### src/rtl/alu_unit_if.sv
// rtl/alu_unit_if.sv - operand/result bundle between the EX-stage datapath and alu_unit
//
// Signals:
//   a, b     operands (16 bit)        master -> slave
//   alu_op   operation select (3 bit) master -> slave
//   flag_en  flag register load       master -> slave
//   result   combinational result     slave  -> master
//   zero     result == 0              slave  -> master
//   flags    registered {N, Z, C, V}  slave  -> master

interface alu_unit_if;
    logic [15:0] a;
    logic [15:0] b;
    logic [2:0]  alu_op;
    logic        flag_en;
    logic [15:0] result;
    logic        zero;
    logic [3:0]  flags;

    modport master (
        output a, b, alu_op, flag_en,
        input  result, zero, flags
    );

    modport slave (
        input  a, b, alu_op, flag_en,
        output result, zero, flags
    );
endinterface

### src/rtl/alu_unit.sv
// rtl/alu_unit.sv - 16-bit EX-stage ALU with registered N/Z/C/V flag register
//
// Ports:
//   clk    in  clock, used only by the flag register
//   reset  in  asynchronous active-high reset, clears flags
//   bus    alu_unit_if.slave: a, b, alu_op, flag_en in; result, zero, flags out
//
// Opcodes: 000 ADD, 001 SUB, 010 AND, 011 OR, 100 XOR, 101 SLT, 110 SLL, 111 SRL.
// Build option: define ALU_SHIFT_EN to compile in the shifter. Without it,
// opcodes 110/111 pass operand a through with C=0, V=0.

module alu_unit (
    input  logic       clk,
    input  logic       reset,
    alu_unit_if.slave  bus
);

    localparam logic [2:0] OP_ADD = 3'b000;
    localparam logic [2:0] OP_SUB = 3'b001;
    localparam logic [2:0] OP_AND = 3'b010;
    localparam logic [2:0] OP_OR  = 3'b011;
    localparam logic [2:0] OP_XOR = 3'b100;
    localparam logic [2:0] OP_SLT = 3'b101;
    localparam logic [2:0] OP_SLL = 3'b110;
    localparam logic [2:0] OP_SRL = 3'b111;

    logic [16:0] sum_ext;
    logic [16:0] diff_ext;
    logic [15:0] res;
    logic        carry;
    logic        ovf;
    logic        res_zero;
    logic [3:0]  flags_q;

    // The 17th bit of the zero-extended sum is the carry out; for the
    // difference it wraps to 1 exactly when a < b unsigned, i.e. the borrow.
    assign sum_ext  = {1'b0, bus.a} + {1'b0, bus.b};
    assign diff_ext = {1'b0, bus.a} - {1'b0, bus.b};

`ifdef ALU_SHIFT_EN
    logic [3:0]  sh;
    logic [16:0] sll_ext;
    logic [16:0] srl_ext;

    // Widening by one bit catches the last bit shifted out: bit 16 of the
    // left shift is a[16-sh], bit 0 of the right shift is a[sh-1]. Both are
    // naturally 0 when sh == 0.
    assign sh      = bus.b[3:0];
    assign sll_ext = {1'b0, bus.a} << sh;
    assign srl_ext = {bus.a, 1'b0} >> sh;
`endif

    always_comb begin
        res   = 16'h0000;
        carry = 1'b0;
        ovf   = 1'b0;
        case (bus.alu_op)
            OP_ADD: begin
                res   = sum_ext[15:0];
                carry = sum_ext[16];
                ovf   = (bus.a[15] == bus.b[15]) && (sum_ext[15] != bus.a[15]);
            end
            OP_SUB: begin
                res   = diff_ext[15:0];
                carry = diff_ext[16];
                ovf   = (bus.a[15] != bus.b[15]) && (diff_ext[15] != bus.a[15]);
            end
            OP_AND: res = bus.a & bus.b;
            OP_OR:  res = bus.a | bus.b;
            OP_XOR: res = bus.a ^ bus.b;
            OP_SLT: res = ($signed(bus.a) < $signed(bus.b)) ? 16'h0001 : 16'h0000;
`ifdef ALU_SHIFT_EN
            OP_SLL: begin
                res   = sll_ext[15:0];
                carry = sll_ext[16];
            end
            OP_SRL: begin
                res   = srl_ext[16:1];
                carry = srl_ext[0];
            end
`else
            OP_SLL: res = bus.a;
            OP_SRL: res = bus.a;
`endif
            default: res = 16'h0000;
        endcase
    end

    assign res_zero   = (res == 16'h0000);
    assign bus.result = res;
    assign bus.zero   = res_zero;
    assign bus.flags  = flags_q;

    always_ff @(posedge clk or posedge reset) begin
        if (reset) begin
            flags_q <= 4'b0000;
        end else if (bus.flag_en) begin
            flags_q <= {res[15], res_zero, carry, ovf};
        end
    end

endmodule

### src/flat_wrapper.sv
// flat-port wrapper written by rule: the top's interface ports become plain ports
module alu_unit_flat 
  (clk, reset, bus_a, bus_b, bus_alu_op, bus_flag_en, bus_result, bus_zero, bus_flags);
  alu_unit_if bus_i ();
  input  logic clk;
  input  logic reset;
  input wire logic [$bits(bus_i.a)-1:0] bus_a;
  input wire logic [$bits(bus_i.b)-1:0] bus_b;
  input wire logic [$bits(bus_i.alu_op)-1:0] bus_alu_op;
  input wire logic [$bits(bus_i.flag_en)-1:0] bus_flag_en;
  output wire logic [$bits(bus_i.result)-1:0] bus_result;
  output wire logic [$bits(bus_i.zero)-1:0] bus_zero;
  output wire logic [$bits(bus_i.flags)-1:0] bus_flags;
  assign bus_i.a = bus_a;
  assign bus_i.b = bus_b;
  assign bus_i.alu_op = bus_alu_op;
  assign bus_i.flag_en = bus_flag_en;
  assign bus_result = bus_i.result;
  assign bus_zero = bus_i.zero;
  assign bus_flags = bus_i.flags;
  alu_unit u_core (.clk(clk), .reset(reset), .bus(bus_i));
endmodule
### config.mk
export PLATFORM = sky130hd
export DESIGN_NAME = alu_unit_flat
export DESIGN_NICKNAME = d
export VERILOG_FILES = /design/src/rtl/alu_unit_if.sv /design/src/rtl/alu_unit.sv /design/src/flat_wrapper.sv
export SDC_FILE = /design/constraint.sdc
export NUM_CORES = 1
export LEC_CHECK = 0
export BUFFER_PORTS_ARGS = -buffer_cell sky130_fd_sc_hd__buf_2
export CORE_UTILIZATION = 53
export CTS_CLUSTER_SIZE = 12
export DETAILED_ROUTE_END_ITERATION = 12
export MAX_ROUTING_LAYER = met4
export PLACE_DENSITY = 0.88
export SYNTH_ARGS = -nofsm -noshare
export SYNTH_HDL_FRONTEND = slang
export SYNTH_SLANG_ARGS = --single-unit
### constraint.sdc
create_clock -name clk -period 2.3 [get_ports clk]
set_input_delay 0 -clock clk [delete_from_list [all_inputs] [get_ports clk]]
set_output_delay 0 -clock clk [all_outputs]
set_load 0.005 [all_outputs]
==> flow_summary.toml, run 1 <==
[global_route]
grtUsageTotal_pct = 77.8
grt_max_degree = 15
overflow = 111

[yosys]
synth_cell_type_count = 72
ys_seq_elements = 4
synth_edf_count = 0
synth_top_area_cell = "ha_1"
netlist_area_mm2 = 0.00317
syn_nets = 546
synth_top_area_share_pct = 18.9
yosysSeqAreaShare_pct = 3.15
synthTopCellsByArea = "ha_1 19%, a21oi_1 6.5%, inv_1 6.3%"
netlist_instances = 458
async_flop_share_pct = 100
synth-main-ff-cell = "dfrtp_1"
ys_warn_count = 0
syn_area_per_cell_um2 = 6.93

[cts]
clockRootBuffer = "clkbuf_8"
cts_made_buffers = 3
cts_sinks = 4
ctsLongestPathBuffers = 2
htreeDepth = 1

[placed_design]
dp_hpwl_um = 10200
io_buffers = 58
place.gp.congestion = 1.08

[die]
initial_core_util_pct = 56.2
die_h_um = 79.4
ios = 59
die_w_um = 79.4
placementRows = 27

[run_status]
status = "did not finish"
error_message = "[ERROR GRT-0232] Routing congestion too high. Check the congestion heatmap in the GUI."
lastStage = "global routing"

[sta]
worstEpCategory = "primary output"
crit_endpoint = "bus_zero"
## timing repair
item / 4_1_cts
gates cloned: 0
endpoints found under the setup margin: 14
hold buffers: 1
resized for setup: 46
endpoints found under the hold margin: 4
setup buffers: 14
pin swaps: 25
## kinds of logic after synthesis
logic type                 Yosys count  share of synthesized area (%)
AOI/OAI and AO/OA                  165                           37.4
xor gates and xnor gates             6                           1.66
adders and majority gates           50                           20.2
buffers and inverters               83                           10.7
DFF                                  4                           3.15
muxes                               10                           4.02
and+or+nand+nor                    140                           22.9
## cell usage after synthesis, types with 3 or more instances
cell type / count
o22ai_1: 8
ha_1: 48
o21ai_0: 23
nor2b_1: 13
mux2i_1: 6
a221oi_1: 5
nand3_1: 6
a31oi_1: 3
clkbuf_1: 17
buf_2: 10
nor3_1: 13
o221ai_1: 4
nor2_1: 43
nand2_1: 23
a211oi_1: 6
or3_1: 5
a21o_1: 8
o2111ai_1: 3
xnor2_1: 4
dfrtp_1: 4
a22oi_1: 6
inv_1: 53
and2_1: 5
o31ai_1: 11
a21oi_1: 41
nor4_1: 5
a211o_1: 3
nor3b_1: 4
o211ai_1: 3
a221o_1: 5
o21a_1: 3
nand2b_1: 8
## per-stage QoR
step	instance area [um2]	setup slack, ns	hold slack (ns)	std cells
3_3_place_gp	4420	-0.659	-0.121	689
2_1_floorplan	3200	-0.0694	-0.234	458
3_5_place_dp	4420	-0.774	-0.115	689
4_1_cts	4790	-0.427	0.0656	705
## per-layer routing
metal  global-route usage [%]  GRT overflow
met1                     71.1             0
met2                     98.3            56
met3                     53.6             1
met4                     90.7            54
met5                        -             -
==> run 2: changes to the inputs <==
--- a/config.mk
+++ b/config.mk
@@ -6,11 +6,9 @@
 export NUM_CORES = 1
 export LEC_CHECK = 0
 export BUFFER_PORTS_ARGS = -buffer_cell sky130_fd_sc_hd__buf_2
-export CORE_UTILIZATION = 53
-export CTS_CLUSTER_SIZE = 12
+export CORE_UTILIZATION = 40
 export DETAILED_ROUTE_END_ITERATION = 12
-export MAX_ROUTING_LAYER = met4
-export PLACE_DENSITY = 0.88
+export PLACE_DENSITY_LB_ADDON = 0.15
 export SYNTH_ARGS = -nofsm -noshare
 export SYNTH_HDL_FRONTEND = slang
 export SYNTH_SLANG_ARGS = --single-unit
==> constraint.sdc (replaced) <==
create_clock -name clk -period 3 [get_ports clk]
set_input_delay 0 -clock clk [delete_from_list [all_inputs] [get_ports clk]]
set_output_delay 0 -clock clk [all_outputs]
set_load 0.005 [all_outputs]
==> run 2 against run 1 <==
The run now ends clean. Area after synthesis unchanged. Synthesized cell count unchanged.
==> flow_summary.toml, run 2 <==
[placed_design]
dp_hpwl_um = 8310
io_buffers = 58
place.gp.congestion = 1.02
dp_cells = 614
pre_cts_ws_ns = -0.00742

[run_status]
status = "completed"

[cts]
cts.reportedPaths.clkPinSlew_ns = 0.04
cts_made_buffers = 3
clock_latency_ns = 0.21
tritoncts = "yes"
ctsLongestPathBuffers = 2
htreeDepth = 1
clockRootBuffer = "clkbuf_8"
cts_sinks = 4

[die]
die_w_um = 91.1
core_area_mm2 = 0.00769
die_h_um = 91.1
initial_core_util_pct = 41.3
dieArea_mm2 = 0.00829
placementRows = 32
ios = 59

[critical_path]
rr_worst_depth = 2
critPathLaunchType = "primary input"
end_kind = "register"
arrival_ns = 2.97
criticalPathCategory = "in -> reg"
critPathMaxFanout = 3
worstPathRequired_ns = 3.13

[yosys]
yosysSeqAreaShare_pct = 3.15
yosysMostFrequentCell = "inv_1"
synthMuxAreaShare_pct = 4.02
synth_edf_count = 0
synth_compound_area_share_pct = 37.4
synthTopCellsByArea = "ha_1 19%, a21oi_1 6.5%, inv_1 6.3%"
netlist_area_mm2 = 0.00317
ys_seq_elements = 4
synthSimpleGateAreaFrac_pct = 22.9
synth_top_area_cell = "ha_1"
synth_top_family_by_area = "compound AO/OA/AOI/OAI gates"
ys_warn_count = 0
async_flop_share_pct = 100
synth_top_area_share_pct = 18.9
yosys-top-cells-count = "53 x inv_1, 48 x ha_1, 43 x nor2_1"
synth_cell_type_count = 72
synthAdderAreaFrac_pct = 20.2
syn_nets = 546
syn_area_per_cell_um2 = 6.93
synth-main-ff-cell = "dfrtp_1"
netlist_instances = 458
synth-xor-area-share_pct = 1.66

[layout]
n_antenna_cell = 0
final_common_cell = "buf_2"
area_delta_synth_final_pct = 19.0
largest_register_ffs = 4
layout.cells.non_filler = 620
nets = 608
drive_above_1_share_pct = 22.6
final.fill_count = 797
regArea_um2 = 100
multi_input_area_mm2 = 0.00280
layout_common_cells = "58 x buf_2, 53 x inv_1, 48 x ha_1"

[drt]
drtIter0Drc = 333
first_pass_iters = 5
wl_um = 10600
drtAntennaViolNets = 0
drc = 0
vias = 3739
via_per_inst = 6.03
post_drt_wl_per_cell_um = 17.0

[global_route]
grt_pass1_wl_um = 16900
grt_max_degree = 26
overflow = 0
grtUsageTotal_pct = 25.0
grt_pass1_vias = 3396
grt_antenna_before_repair = 0

[power_and_ir_drop]
power_density_mw_per_mm2 = 235
p_leak_nw = 1.76
vdd_drop_max_v = 0.000253

[sta]
drv_slew = 0
setup_ws_ns = 0.158
min_period_ns = 2.84
finalSetupViolations = 0
hold_slack_ns = 0.0652
fin_crit_sh_pct = 94.7
fin_skew_ns = 0
relSlewSlack_pct = 58.6
fmax_mhz = 352
worst_pin_slew_ns = 0.619
hold_viol = 0

[flow_run]
cap_viol_max_count = 0

[worst_hold_path]
hold_path.class = "in -> reg"
whs_path_depth = 2
-- run 2: final timing paths --
path	from	to	slack (ns)
setup / recovery	bus_a[0]	u_core.bus.flags[2]	0.16
hold / removal	bus_flag_en	u_core.bus.flags[2]	0.07
setup reg to reg	u_core.bus.flags[0]	u_core.bus.flags[0]	2.22
hold reg to reg	u_core.bus.flags[3]	u_core.bus.flags[3]	0.51
max in group asynchronous	reset	u_core.bus.flags[0]	2.65
min in group asynchronous	reset	u_core.bus.flags[2]	0.20
-- run 2: layout make-up --
type	count	area share [%]
flip-flops and latches	4	2.65
well taps	102	3.38
inverters	54	5.37
clock buffers	3	1.09
multi-input cells	371	74.2
repair buffers	86	13.3
-- run 2: logic make-up (layout without fill, tap and decap cells) --
family | count (synthesis) | count (layout)
AOI/OAI and AO/OA | 165 | 165
and+or+nand+nor | 140 | 140
xor gates and xnor gates | 6 | 6
muxes | 10 | 10
DFF | 4 | 4
adders and majority gates | 50 | 50
buffers and inverters | 83 | 143
-- run 2: timing repair --
action	CTS	global route
setup endpoints to repair	0	3
hold endpoints to repair	4	0
gates resized for setup	0	11
setup buffers	0	2
hold buffers	1	0
-- run 2: worst max-delay path: stages --
cell      delay (ns)
buf_2           0.11
inv_1           0.07
ha_1            0.18
inv_1           0.06
fa_1            0.43
mux4_2          0.47
nand2_1         0.07
o21ai_0         0.11
or4_4           0.54
nor4_2          0.30
nand4b_1        0.21
buf_4           0.19
o32ai_2         0.23
-- run 2: routing by layer --
| layer | wire, um | GRT usage [%] | vias up |
|---|---|---|---|
| met4 | 180 | 6.75 | 0 |
| met2 | 4810 | 40.7 | 166 |
| met5 | 0 | 0 | - |
| li1 | - | - | 1799 |
| met1 | 4810 | 35.4 | 1750 |
| met3 | 771 | 1.84 | 24 |
-- run 2: metrics by stage --
stage,cell area [um2],TNS (ns),total power [mW],utilization [%]
2_1_floorplan,3170,0,0.510,-
3_3_place_gp,3640,0,0.731,47.4
3_5_place_dp,3640,-0.00742,0.733,47.4
4_1_cts,3690,0,0.857,48.0
5_1_grt,3770,-0.0238,0.966,49.1
6_report,3770,0,0.886,49.1
-- run 2: power breakdown --
part / switching (mW) / total (mW) / internal [mW]
Clock: 0.0285 / 0.114 / 0.0856
Combinational: 0.415 / 0.709 / 0.294
Sequential: 0.00245 / 0.0625 / 0.0601
Power figures use the tool's default switching activity.
==> run 3: changes to the inputs <==
--- a/config.mk
+++ b/config.mk
@@ -6,8 +6,11 @@
 export NUM_CORES = 1
 export LEC_CHECK = 0
 export BUFFER_PORTS_ARGS = -buffer_cell sky130_fd_sc_hd__buf_2
+export CELL_PAD_IN_SITES_DETAIL_PLACEMENT = 1
+export CELL_PAD_IN_SITES_GLOBAL_PLACEMENT = 1
 export CORE_UTILIZATION = 40
 export DETAILED_ROUTE_END_ITERATION = 12
+export MAX_ROUTING_LAYER = met4
 export PLACE_DENSITY_LB_ADDON = 0.15
 export SYNTH_ARGS = -nofsm -noshare
 export SYNTH_HDL_FRONTEND = slang
==> run 3 against run 2 <==
Via count grew 1.8%. Critical path depth shrank 2. Sequential cell count is the same. Non-clock buffer count shrank 3. Sequential share of layout area is essentially flat. Die area is the same. Count of clock-buffer cells in the layout is the same. Clock power shrank 4%. Combinational power grew 3%.
==> flow_summary.toml, run 3 (same netlist as run 2, synthesis figures left out) <==
[cts]
cts_sinks = 4
htreeDepth = 1
tritoncts = "yes"
ctsLongestPathBuffers = 2
clockRootBuffer = "clkbuf_8"
cts_made_buffers = 3
clock_latency_ns = 0.21
cts.reportedPaths.clkPinSlew_ns = 0.03

[critical_path]
r2r-end = "u_core.bus.flags[0]"
crit_chain = "buf_2, inv_1, ha_1, or4_4, a31oi_1, a32oi_1, or4_4, nor4_4, nand4b_1, buf_4, o32ai_2"
crit_top_cell = "or4_4"
crit_end = "u_core.bus.flags[2]"
worstPathRequired_ns = 3.11
rrSetupSlack_ns = 2.22
cp_top_family = "simple AND/OR/NAND/NOR gates"
critPathBufInv = 3
end_kind = "register"
rr_worst_depth = 2
crit_start = "bus_b[4]"
r2r-start = "u_core.bus.flags[0]"
slowest_delay_ns = 0.63
critPathLaunchType = "primary input"
criticalPathCategory = "in -> reg"
slowest_stage = "or4_4"
path_depth = 11
critPathMaxFanout = 7
arrival_ns = 2.98

[layout]
final_common_cell = "buf_2"
final.fill_count = 1037
fin_area_mm2 = 0.00379
nets = 605
drive_above_1_share_pct = 23.1
layout_common_cells = "58 x buf_2, 52 x inv_1, 47 x ha_1"
n_antenna_cell = 0
area_delta_synth_final_pct = 19.4
largest_register_ffs = 4

[placed_design]
io_buffers = 58
placed_cell_area_mm2 = 0.00363
place.gp.congestion = 0.962
pre_cts_ws_ns = -0.0857
dp_hpwl_um = 9480

[drt]
drtAntennaViolNets = 0
via_per_inst = 6.17
post_drt_wl_per_cell_um = 19.1
wl_um = 11800
first_pass_iters = 7
vias = 3806
drc = 0
drtIter0Drc = 225

[sta]
relSlewSlack_pct = 58.9
hold_viol = 0
fin_crit_sh_pct = 95.6
setup_ws_ns = 0.131
worst_pin_slew_ns = 0.615
finalSetupViolations = 0
fmax_mhz = 349
timing.setup.tns_ns = 0
hold_slack_ns = 0.0917
fin_skew_ns = 0
drv_slew = 0
min_period_ns = 2.87

[global_route]
grt_max_degree = 20
grt_antenna_before_repair = 0
overflow = 0
grtUsageTotal_pct = 28.8
grt_pass1_wl_um = 18800
grt_pass1_vias = 3753

[die]
dieArea_mm2 = 0.00829
die_w_um = 91.1
initial_core_util_pct = 41.3
die_h_um = 91.1
ios = 59
placementRows = 32
core_area_mm2 = 0.00769

[power_and_ir_drop]
vdd_drop_max_v = 0.000264
power_uw = 899
power_density_mw_per_mm2 = 237
p_leak_nw = 1.75

[run_status]
status = "completed"

[worst_hold_path]
hold_path.class = "in -> reg"

[flow_run]
cap_viol_max_count = 0
run 3: cell types whose count changed in the layout (fill, tap and decap cells not counted), sizes merged:
cell	delta
buf	-3
run 3: how the worst min path moves through the flow:
stage / startpoint / end / cells past startpoint
final: bus_flag_en / u_core.bus.flags[2] / 2
after global routing: bus_flag_en / u_core.bus.flags[2] / 2
after CTS: bus_flag_en / u_core.bus.flags[2] / 2
after detailed placement: reset / u_core.bus.flags[3] / 2
after global placement: reset / u_core.bus.flags[0] / 2
after floorplan: reset / u_core.bus.flags[0] / 1
run 3: cell type report:
| class | count | area (um2) | area share, % |
|---|---|---|---|
| Multi-Input combinational cell | 371 | 2840 | 74.9 |
| Timing Repair Buffer | 83 | 480 | 12.7 |
| Inverter | 54 | 203 | 5.35 |
| Tap cell | 102 | 128 | 3.37 |
| Sequential cell | 4 | 100 | 2.64 |
| Clock buffer | 3 | 41.3 | 1.09 |
run 3: routing by layer:
metal,global-route usage (%),up-vias,share of wire [%]
met2,49.2,131,48
met4,8.47,0,2.3
li1,-,1795,-
met3,1.93,22,4.8
met1,36.3,1858,45
met5,-,-,0
run 3: metrics by stage:
step	util (%)	instances
after global placement	47.2	612
after floorplan	-	458
after CTS	47.9	616
after global routing	49.3	617
after detailed placement	47.2	612
final	49.3	617
run 3: worst reg2reg max path: stages, from the launching register on:
cell	delay, ns
dfrtp_1	0.36
nor2b_1	0.12
a31o_1	0.18
run 3: what timing repair did:
item                                   in CTS  in global routing
hold buffers                                1                  0
gates resized for setup                     0                 18
setup endpoints to repair                   0                  2
setup buffers                               0                  1
endpoints found under the hold margin       4                  0
run 3: power by group:
part           leakage, nW  internal, mW  total, mW  switching [mW]
logic                 1.68         0.289      0.727           0.438
clock network       0.0216        0.0852      0.110          0.0244
registers           0.0505        0.0601     0.0624         0.00225
total                 1.75         0.435      0.899           0.465
